$ cat src/rtl/tick_pkg.sv
`default_nettype none
// ============================================================================
//  Module      : tick_pkg
//  Description : Shared types and constants for the tick-driven BCD counter.
//  Revision    : 1.0  initial release
// ============================================================================
package tick_pkg;

    typedef enum logic [1:0] {
        ST_IDLE  = 2'd0,
        ST_RUN   = 2'd1,
        ST_PAUSE = 2'd2
    } tick_state_e;

    typedef logic [3:0] bcd_digit_t;

    localparam bcd_digit_t BCD_MAX = 4'd9;

endpackage
`default_nettype wire

$ cat src/rtl/edge_sync.sv
`default_nettype none
// ============================================================================
//  Module      : edge_sync
//  Description : Synchronizes an asynchronous level and emits a registered
//                one-clock pulse on each rising edge.
//  Revision    : 1.0  initial release
// ============================================================================
module edge_sync #(
    parameter int SYNC_STAGES = 2
) (
    input  logic clk,
    input  logic rst,
    input  logic d,
    output logic rise
);

    logic [SYNC_STAGES-1:0] r_sync;
    logic [SYNC_STAGES-1:0] r_fill;
    logic                   r_hist;
    logic                   r_armed;
    logic                   r_rise;

    // r_fill marks when the chain holds real samples; r_armed then waits for
    // a low level so an input already high at reset release never ticks.
    always_ff @(posedge clk or negedge rst) begin
        if (!rst) begin
            r_sync  <= '0;
            r_fill  <= '0;
            r_hist  <= 1'b0;
            r_armed <= 1'b0;
            r_rise  <= 1'b0;
        end else begin
            r_sync <= {r_sync[SYNC_STAGES-2:0], d};
            r_fill <= {r_fill[SYNC_STAGES-2:0], 1'b1};
            r_hist <= r_sync[SYNC_STAGES-1];
            if (r_fill[SYNC_STAGES-1] && !r_sync[SYNC_STAGES-1]) begin
                r_armed <= 1'b1;
            end
            r_rise <= r_sync[SYNC_STAGES-1] & ~r_hist & r_armed;
        end
    end

    assign rise = r_rise;

endmodule
`default_nettype wire

$ cat src/rtl/tick_bcd_counter.sv
`default_nettype none
// ============================================================================
//  Module      : tick_bcd_counter
//  Description : Multi-decade BCD counter advanced by synchronized rising
//                edges of an external divided clock, with run/pause/clear.
//  Revision    : 1.0  initial release
// ============================================================================
module tick_bcd_counter
    import tick_pkg::*;
#(
    parameter int DIGITS      = 4,
    parameter int SYNC_STAGES = 2
) (
    input  logic                  clk,
    input  logic                  rst,
    input  logic                  clk_div_in,
    input  logic                  start,
    input  logic                  stop,
    input  logic                  clear,
    output logic [4*DIGITS-1:0]   bcd,
    output logic                  tick,
    output logic                  running,
    output logic                  wrap
);

    tick_state_e           r_state;
    tick_state_e           w_state_next;
    logic                  r_running;
    logic                  r_wrap;
    logic [4*DIGITS-1:0]   r_bcd;
    logic [4*DIGITS-1:0]   w_bcd_next;
    logic [DIGITS:0]       w_carry;
    logic                  w_tick;
    logic                  w_inc;

    edge_sync #(
        .SYNC_STAGES (SYNC_STAGES)
    ) u_edge_sync (
        .clk  (clk),
        .rst  (rst),
        .d    (clk_div_in),
        .rise (w_tick)
    );

    // clear beats stop, stop beats start in every state.
    always_comb begin
        w_state_next = r_state;
        if (clear) begin
            w_state_next = ST_IDLE;
        end else begin
            case (r_state)
                ST_IDLE:  if (!stop && start) w_state_next = ST_RUN;
                ST_RUN:   if (stop)           w_state_next = ST_PAUSE;
                ST_PAUSE: if (!stop && start) w_state_next = ST_RUN;
                default:                      w_state_next = ST_IDLE;
            endcase
        end
    end

    assign w_inc      = (r_state == ST_RUN) && w_tick && !clear;
    assign w_carry[0] = w_inc;

    generate
        for (genvar g = 0; g < DIGITS; g++) begin : g_decade
            bcd_digit_t w_digit;
            logic       w_at_max;

            assign w_digit          = r_bcd[4*g +: 4];
            assign w_at_max         = (w_digit >= BCD_MAX);
            assign w_carry[g+1]     = w_carry[g] && w_at_max;
            assign w_bcd_next[4*g +: 4] = !w_carry[g] ? w_digit :
                                          (w_at_max ? 4'd0 : w_digit + 4'd1);
        end
    endgenerate

    always_ff @(posedge clk or negedge rst) begin
        if (!rst) begin
            r_state   <= ST_IDLE;
            r_running <= 1'b0;
            r_bcd     <= '0;
            r_wrap    <= 1'b0;
        end else begin
            r_state   <= w_state_next;
            r_running <= (w_state_next == ST_RUN);
            r_bcd     <= clear ? '0 : w_bcd_next;
            r_wrap    <= w_carry[DIGITS];
        end
    end

    assign bcd     = r_bcd;
    assign tick    = w_tick;
    assign running = r_running;
    assign wrap    = r_wrap;

endmodule
`default_nettype wire

$ cat config.mk
export PLATFORM = sky130hd
export DESIGN_NAME = tick_bcd_counter
export DESIGN_NICKNAME = d
export VERILOG_FILES = /design/src/rtl/tick_pkg.sv /design/src/rtl/edge_sync.sv /design/src/rtl/tick_bcd_counter.sv
export SDC_FILE = /design/constraint.sdc
export NUM_CORES = 1
export LEC_CHECK = 0
export ABC_AREA = 1
export BUFFER_PORTS_ARGS = -buffer_cell sky130_fd_sc_hd__buf_2
export CAP_MARGIN = 25
export CORE_ASPECT_RATIO = 1.1
export CORE_MARGIN = 10
export CORE_UTILIZATION = 40
export DETAILED_ROUTE_END_ITERATION = 7
export GPL_TIMING_DRIVEN = 0
export PLACE_DENSITY = 0.63
export SLEW_MARGIN = 20
export SYNTH_ARGS = -nofsm -noshare
export SYNTH_HDL_FRONTEND = slang
export SYNTH_SLANG_ARGS = --single-unit
$ cat constraint.sdc
create_clock -name clk -period 3.96 [get_ports clk]
set_input_delay 0.99 -clock clk [delete_from_list [all_inputs] [get_ports clk]]
set_output_delay 0.99 -clock clk [all_outputs]
set_load 0.03 [all_outputs]
### Word-level counts from Yosys, hierarchy flattened

Cells that the tools add are included.

| word-level totals | value |
|---|---|
| flip-flop bits (word level) | 27 |
| output and inout port bits | 19 |
| logic and storage cells | 56 |

| cells by class | value |
|---|---|
| $add $sub $neg | 4 |
| magnitude comparators | 4 |
| equal/unequal tests | 3 |
| muxes and demuxes | 13 |
| bitwise gates (word level) | 3 |
| reductions and logical operators | 17 |

Operators with widths:

| operator | number |
|---|---|
| 4-bit two-way mux | 8 |
| 4-bit by 1-bit adder with 4-bit output (second input constant) | 4 |
| 4-bit greater-or-equal comparator (second input constant) | 4 |
| 16-bit two-way mux | 1 |
| 1-bit logical AND | 8 |
| 2-bit nonzero test | 4 |
| 2-bit two-way mux | 3 |
| 2-bit by 1-bit equality test with 1-bit output (second input constant) | 2 |
| 2-bit case mux with 2 select lines | 1 |
| 1-bit zero test | 3 |
| 1-bit AND | 2 |
| 2-bit equality test (second input constant) | 1 |
| 2-bit zero test | 1 |
| 2-bit OR reduction | 1 |
| 1-bit inverter | 1 |

### Logic depth before layout (Yosys ltp)

| depth | value |
|---|---|
| word-level depth | 8 |
| depth in mapped cells | 11 |

### Cells and area by module

A second synthesis with hierarchy kept.

| unflattened totals | value |
|---|---|
| cells, all modules | 158 |
| area total of the unflattened synthesis | 1435.1 sq um |

Modules (own cells, without submodules):

| module | instances | cells each | area each (sq um) |
|---|---|---|---|
| tick_bcd_counter | 1 | 144 | 1231.2 |
| edge_sync | 1 | 14 | 203.9 |

### Worst setup path after synthesis

No wires, ideal clock.

| path | value |
|---|---|
| path kind | input to register |
| from | input port clear |
| to | register r_bcd[12] (netlist: bcd[12]) |
| setup time | 118 ps |
| data arrival time | 1551 ps |
| slack | 2292 ps |
| stages | 6 |
| path through | inv_4 nand4_4 nor2_8 nand3_4 nand3_1 nand2_1 |

| between the ends | value |
|---|---|
| cells in the longest elaborated chain, start to end | 6 |
| elaborated cells between the ends (all ways) | 7 |
| those cells by class | mux (1); reduce/logical (6) |

Ends and longest elaborated chain:

| what | RTL line | text |
|---|---|---|
| start: declaration | tick_bcd_counter.sv:19 | `input logic clear,` |
| 1-bit zero test | tick_bcd_counter.sv:60 | `assign w_inc = (r_state == ST_RUN) && w_tick && !clear;` |
| 1-bit logical AND | tick_bcd_counter.sv:60 |  |
| 1-bit logical AND (3 in a row) | tick_bcd_counter.sv:70 | `assign w_carry[g+1] = w_carry[g] && w_at_max;` |
| 2-bit nonzero test (no line) | - |  |
| end signal: assignment | tick_bcd_counter.sv:85 | `r_bcd <= clear ? '0 : w_bcd_next;` |
| end: declaration | tick_bcd_counter.sv:30 | `logic [4*DIGITS-1:0] r_bcd;` |

Parallel ways exist; a longest one is shown, timed or not.
A chain may end at the register's enable or synchronous reset.

### Worst setup path in the final report

| path | value |
|---|---|
| from | register r_bcd[0] (netlist: bcd[0]) |
| to | output port bcd[0] |

RTL lines:

| what | RTL line | text |
|---|---|---|
| end: declaration | tick_bcd_counter.sv:20 | `output logic [4*DIGITS-1:0] bcd,` |

No word-level cell between the ends.

==> run summary <==
The min-delay analysis places its worst path in the category reg -> reg. The final count of pins violating max slew came out at 0. Family with the most delay on the worst path: flip-flops. The number of hold violations in the final report is 0. The synthesized area divided by synthesized cell count was 9.03 µm².

The run gives 3 as the total CTS buffers. Measured on the finished design, the core utilization comes to 48.5%. On the critical path, the stage with the largest delay is an instance of dfrtp_1. The total internal power was 0.000344 W. Across every metal layer, demand over resource in global routing totals 9.35%. The tool flagged a number of max-cap violations equal to 0.

In this run, synthesis inferred 0 flip-flops with an integrated enable. Walking the worst path, the cells encountered are buf_2. STA classifies the critical path endpoint as an output pin. The boundary pin count was 25; the worst hold margin was 0.368 ns. Combinational logic is responsible for 13.6% of the overall power. The clock passes through at most 2 buffers. The die covers 6420 µm².

Of the total power, the clock network draws 25.5%. The part of the Yosys area used for sequential elements came out at 46.8%. The cell sitting at the root of the clock tree is a clkbuf_4.

In this run the cell area measured after placement is 1630 µm². The core footprint came out at 3410 µm². The routed length per instance is 12.0 µm, and the combined area of all synthesized cells is 1450 µm². The tools report the type of element launching the critical path as a register. Excluding fillers, the count of instances in the completed layout stands at 236. In this run the vertical extent of the chip is 83.0 µm. In the final design database the tool counted 207 nets.

Switching component of the power: 0.000140 W. The remaining global-route overflow is 0, and the count of nets left with antenna violations after detail routing is 0. Number of antenna violations at the first check in global routing: 0. The fraction of layout cells with a size suffix above 1 was 21.8%; the number of buffers and inverters on the critical path was 1. The number of synthesis warnings is 0.

The setup total negative slack was 0 ns; the minimum clock period after layout was 2.03 ns. By area the synthesized netlist is led by dfrtp_1 47%, ha_1 10%, nand2_1 8.8%, inv_1 4.9%, nand3_1 3.8%. The ratio of final minimum period to clock period is 51.3%, and the finished layout cell area is 1660 µm². Dividing total power by cell area gives a power density of 292 nW/µm². The analysis attributes to cell leakage a power of 0.882 nW.

The tools report the wire length of the first global-routing pass as 5.18 mm. The maximum level of the CTS H-tree came out at 1. The run finished with clean final reports. For the number of fill cells, the log shows 359. Sink count of the clock tree: 27. The run gives 0 as the number of DRC violations after detailed routing. The later pin in the worst-skew pair is clocked with a latency of 0.33 ns. The count of buffers from port buffering came out at 24.

The sequential group share of total power is 60.9%. Clock tree skew after final layout: 0.00927 ns. Gates resized during post-CTS repair numbered 0. Net switching is 29.0% of the power. Synthesis produced a netlist whose cell count is 160. Setup violations remaining at the end of the flow were counted as 0.

At the end of routability-driven placement, the weighted congestion stood at 0.780. The worst setup path is of the reg -> out kind. The run gives 2.26 mm as the final HPWL from detailed placement.

Top fanout value on the critical path: 7. The synthesized design devotes to its leading area cell type 46.8% of total area. The dominant synthesized flop cell was dfrtp_1.

Based on the critical path, the design can be clocked at up to 492 MHz. For this run, asynchronously set or reset flops after synthesis account for 100%. 0 antenna diodes ended up in the layout. After synthesis the netlist holds a flip-flop and latch count of 27.

The worst-case IR drop observed on VDD is 0.000157 V. At the pin with the least slew margin, the transition time is 0.601 ns. Once the clock tree was built, the setup fixing pass inserted 0 buffers. The detailed router finished its first iteration with 40 violations. Measured along the x axis, the die boundary spans 77.3 µm. Counting every net in the synthesized netlist gives 178. For this design, the CTS-stage hold fixing added 0 buffers. Number of search-and-repair iterations in the first detailed-routing pass: 4. TritonCTS built the clock tree.

For the placement row count, the log shows 22. In this design, the stage delay of the slowest critical-path cell is 0.48 ns. The post-synthesis cell type with the largest combined area was dfrtp_1. The starting utilization of the core area is 42.3%.

The number of global-route vias before repair was 1221. The routed layout has 1126 vias. Setup repair after global routing left no endpoint under its margin. Entering global routing, the biggest net connects 28 pins. STA puts the critical path data required time at 2.97 ns. Data on the critical path arrives at its endpoint at 1.04 ns. Counting distinct cell types in the post-synthesis netlist gives 27.

In the routed layout, each cell is associated on average with a via count of 4.77. Compared with the post-synthesis result, the final layout area differs by 14.5%. After clock tree synthesis, the clock-pin slew on the worst setup and hold paths is 0.16 ns. Headroom to the max-slew limit came out at 59.9%.

The number of placed instances, taps included, is 232. The routed design has 2.84 mm of wire. For flop-to-flop paths, the worst setup slack is 2.40 ns.
state kept, by name, summed over array words and instances, names as in the netlist:
| name | count |
|---|---|
| u_edge_sync.rise | 1 |
| r_state | 2 |
| u_edge_sync.r_fill | 2 |
| u_edge_sync.r_armed | 1 |
| u_edge_sync.r_hist | 1 |
| wrap | 1 |
| bcd | 16 |
| running | 1 |
| u_edge_sync.r_sync | 2 |
layout make-up:
class                   count  area [µm²]  share of cell area [%]
well taps                  48        60.1                    3.63
multi-input cells         109         676                    40.8
inverters                  23        88.8                    5.37
clock buffers               3        22.5                    1.36
repair buffers             24         120                    7.26
plain buffers               1        5.00                   0.302
clock inverters             1        7.51                   0.454
flip-flops and latches     27         676                    40.8
worst paths after layout:
| path | from | to | depth (start not counted) |
|---|---|---|---|
| min in group asynchronous | rst | wrap | 1 |
| worst min register to register | u_edge_sync.r_fill[0] | u_edge_sync.r_fill[1] | 0 |
| worst max register to register | bcd[4] | bcd[11] | 11 |
| max in group asynchronous | rst | bcd[2] | 1 |
| worst min-delay path | u_edge_sync.r_fill[0] | u_edge_sync.r_fill[1] | 0 |
| worst max-delay path | bcd[0] | bcd[0] | 1 |
routing by layer:
layer / GRT usage [%] / wire length [µm]
met5: 0 / 0
met4: 3.47 / 13
met3: 2.37 / 130
met2: 16.9 / 1470
met1: 10.1 / 1230
power by group through the flow:
stage / clock network, W / logic [W] / registers (W)
global placement: 0 / 0.0000641 / 0.000299
CTS: 0.000132 / 0.0000668 / 0.000295
detailed placement: 0 / 0.0000666 / 0.000300
finish: 0.000123 / 0.0000656 / 0.000295
global route: 0.000145 / 0.0000756 / 0.000297
floorplan: 0 / 0.0000325 / 0.000310
cell usage in the layout (no fill, tap or decap), drive strengths merged, types with 4 or more instances in the layout:
| cell type | instances |
|---|---|
| nand4 | 4 |
| o21ai | 13 |
| nor2 | 14 |
| dfrtp | 27 |
| inv | 22 |
| nand2 | 37 |
| nand3 | 13 |
| ha | 12 |
| buf | 25 |
cell families after synthesis:
kind of cell / share of synthesized area [%]
simple gates: 25.2
buf+inv: 6.49
xor+xnor: 3.64
flops: 46.8
compound gates: 7.27
other cells: 0.259
fa+ha+maj: 10.4
synthesized netlist by cell type (2+ instances only):
library cell,n
a21oi_1,2
dfrtp_1,27
ha_1,12
inv_1,19
inv_2,2
nand2_1,34
nand2_2,2
nand3_1,11
nand4_1,3
nor2_1,13
nor3_1,3
o21ai_0,2
o21ai_1,10
o22ai_1,3
xnor2_1,3
xor2_1,3
metrics by stage:
stage               power, W  setup WS (ns)
floorplan           0.000342           2.29
global placement    0.000363           2.04
detailed placement  0.000367           2.01
CTS                 0.000494           1.90
global route        0.000518           1.84
finish              0.000484           1.93
Note: power is estimated with default switching activity, not from simulation.
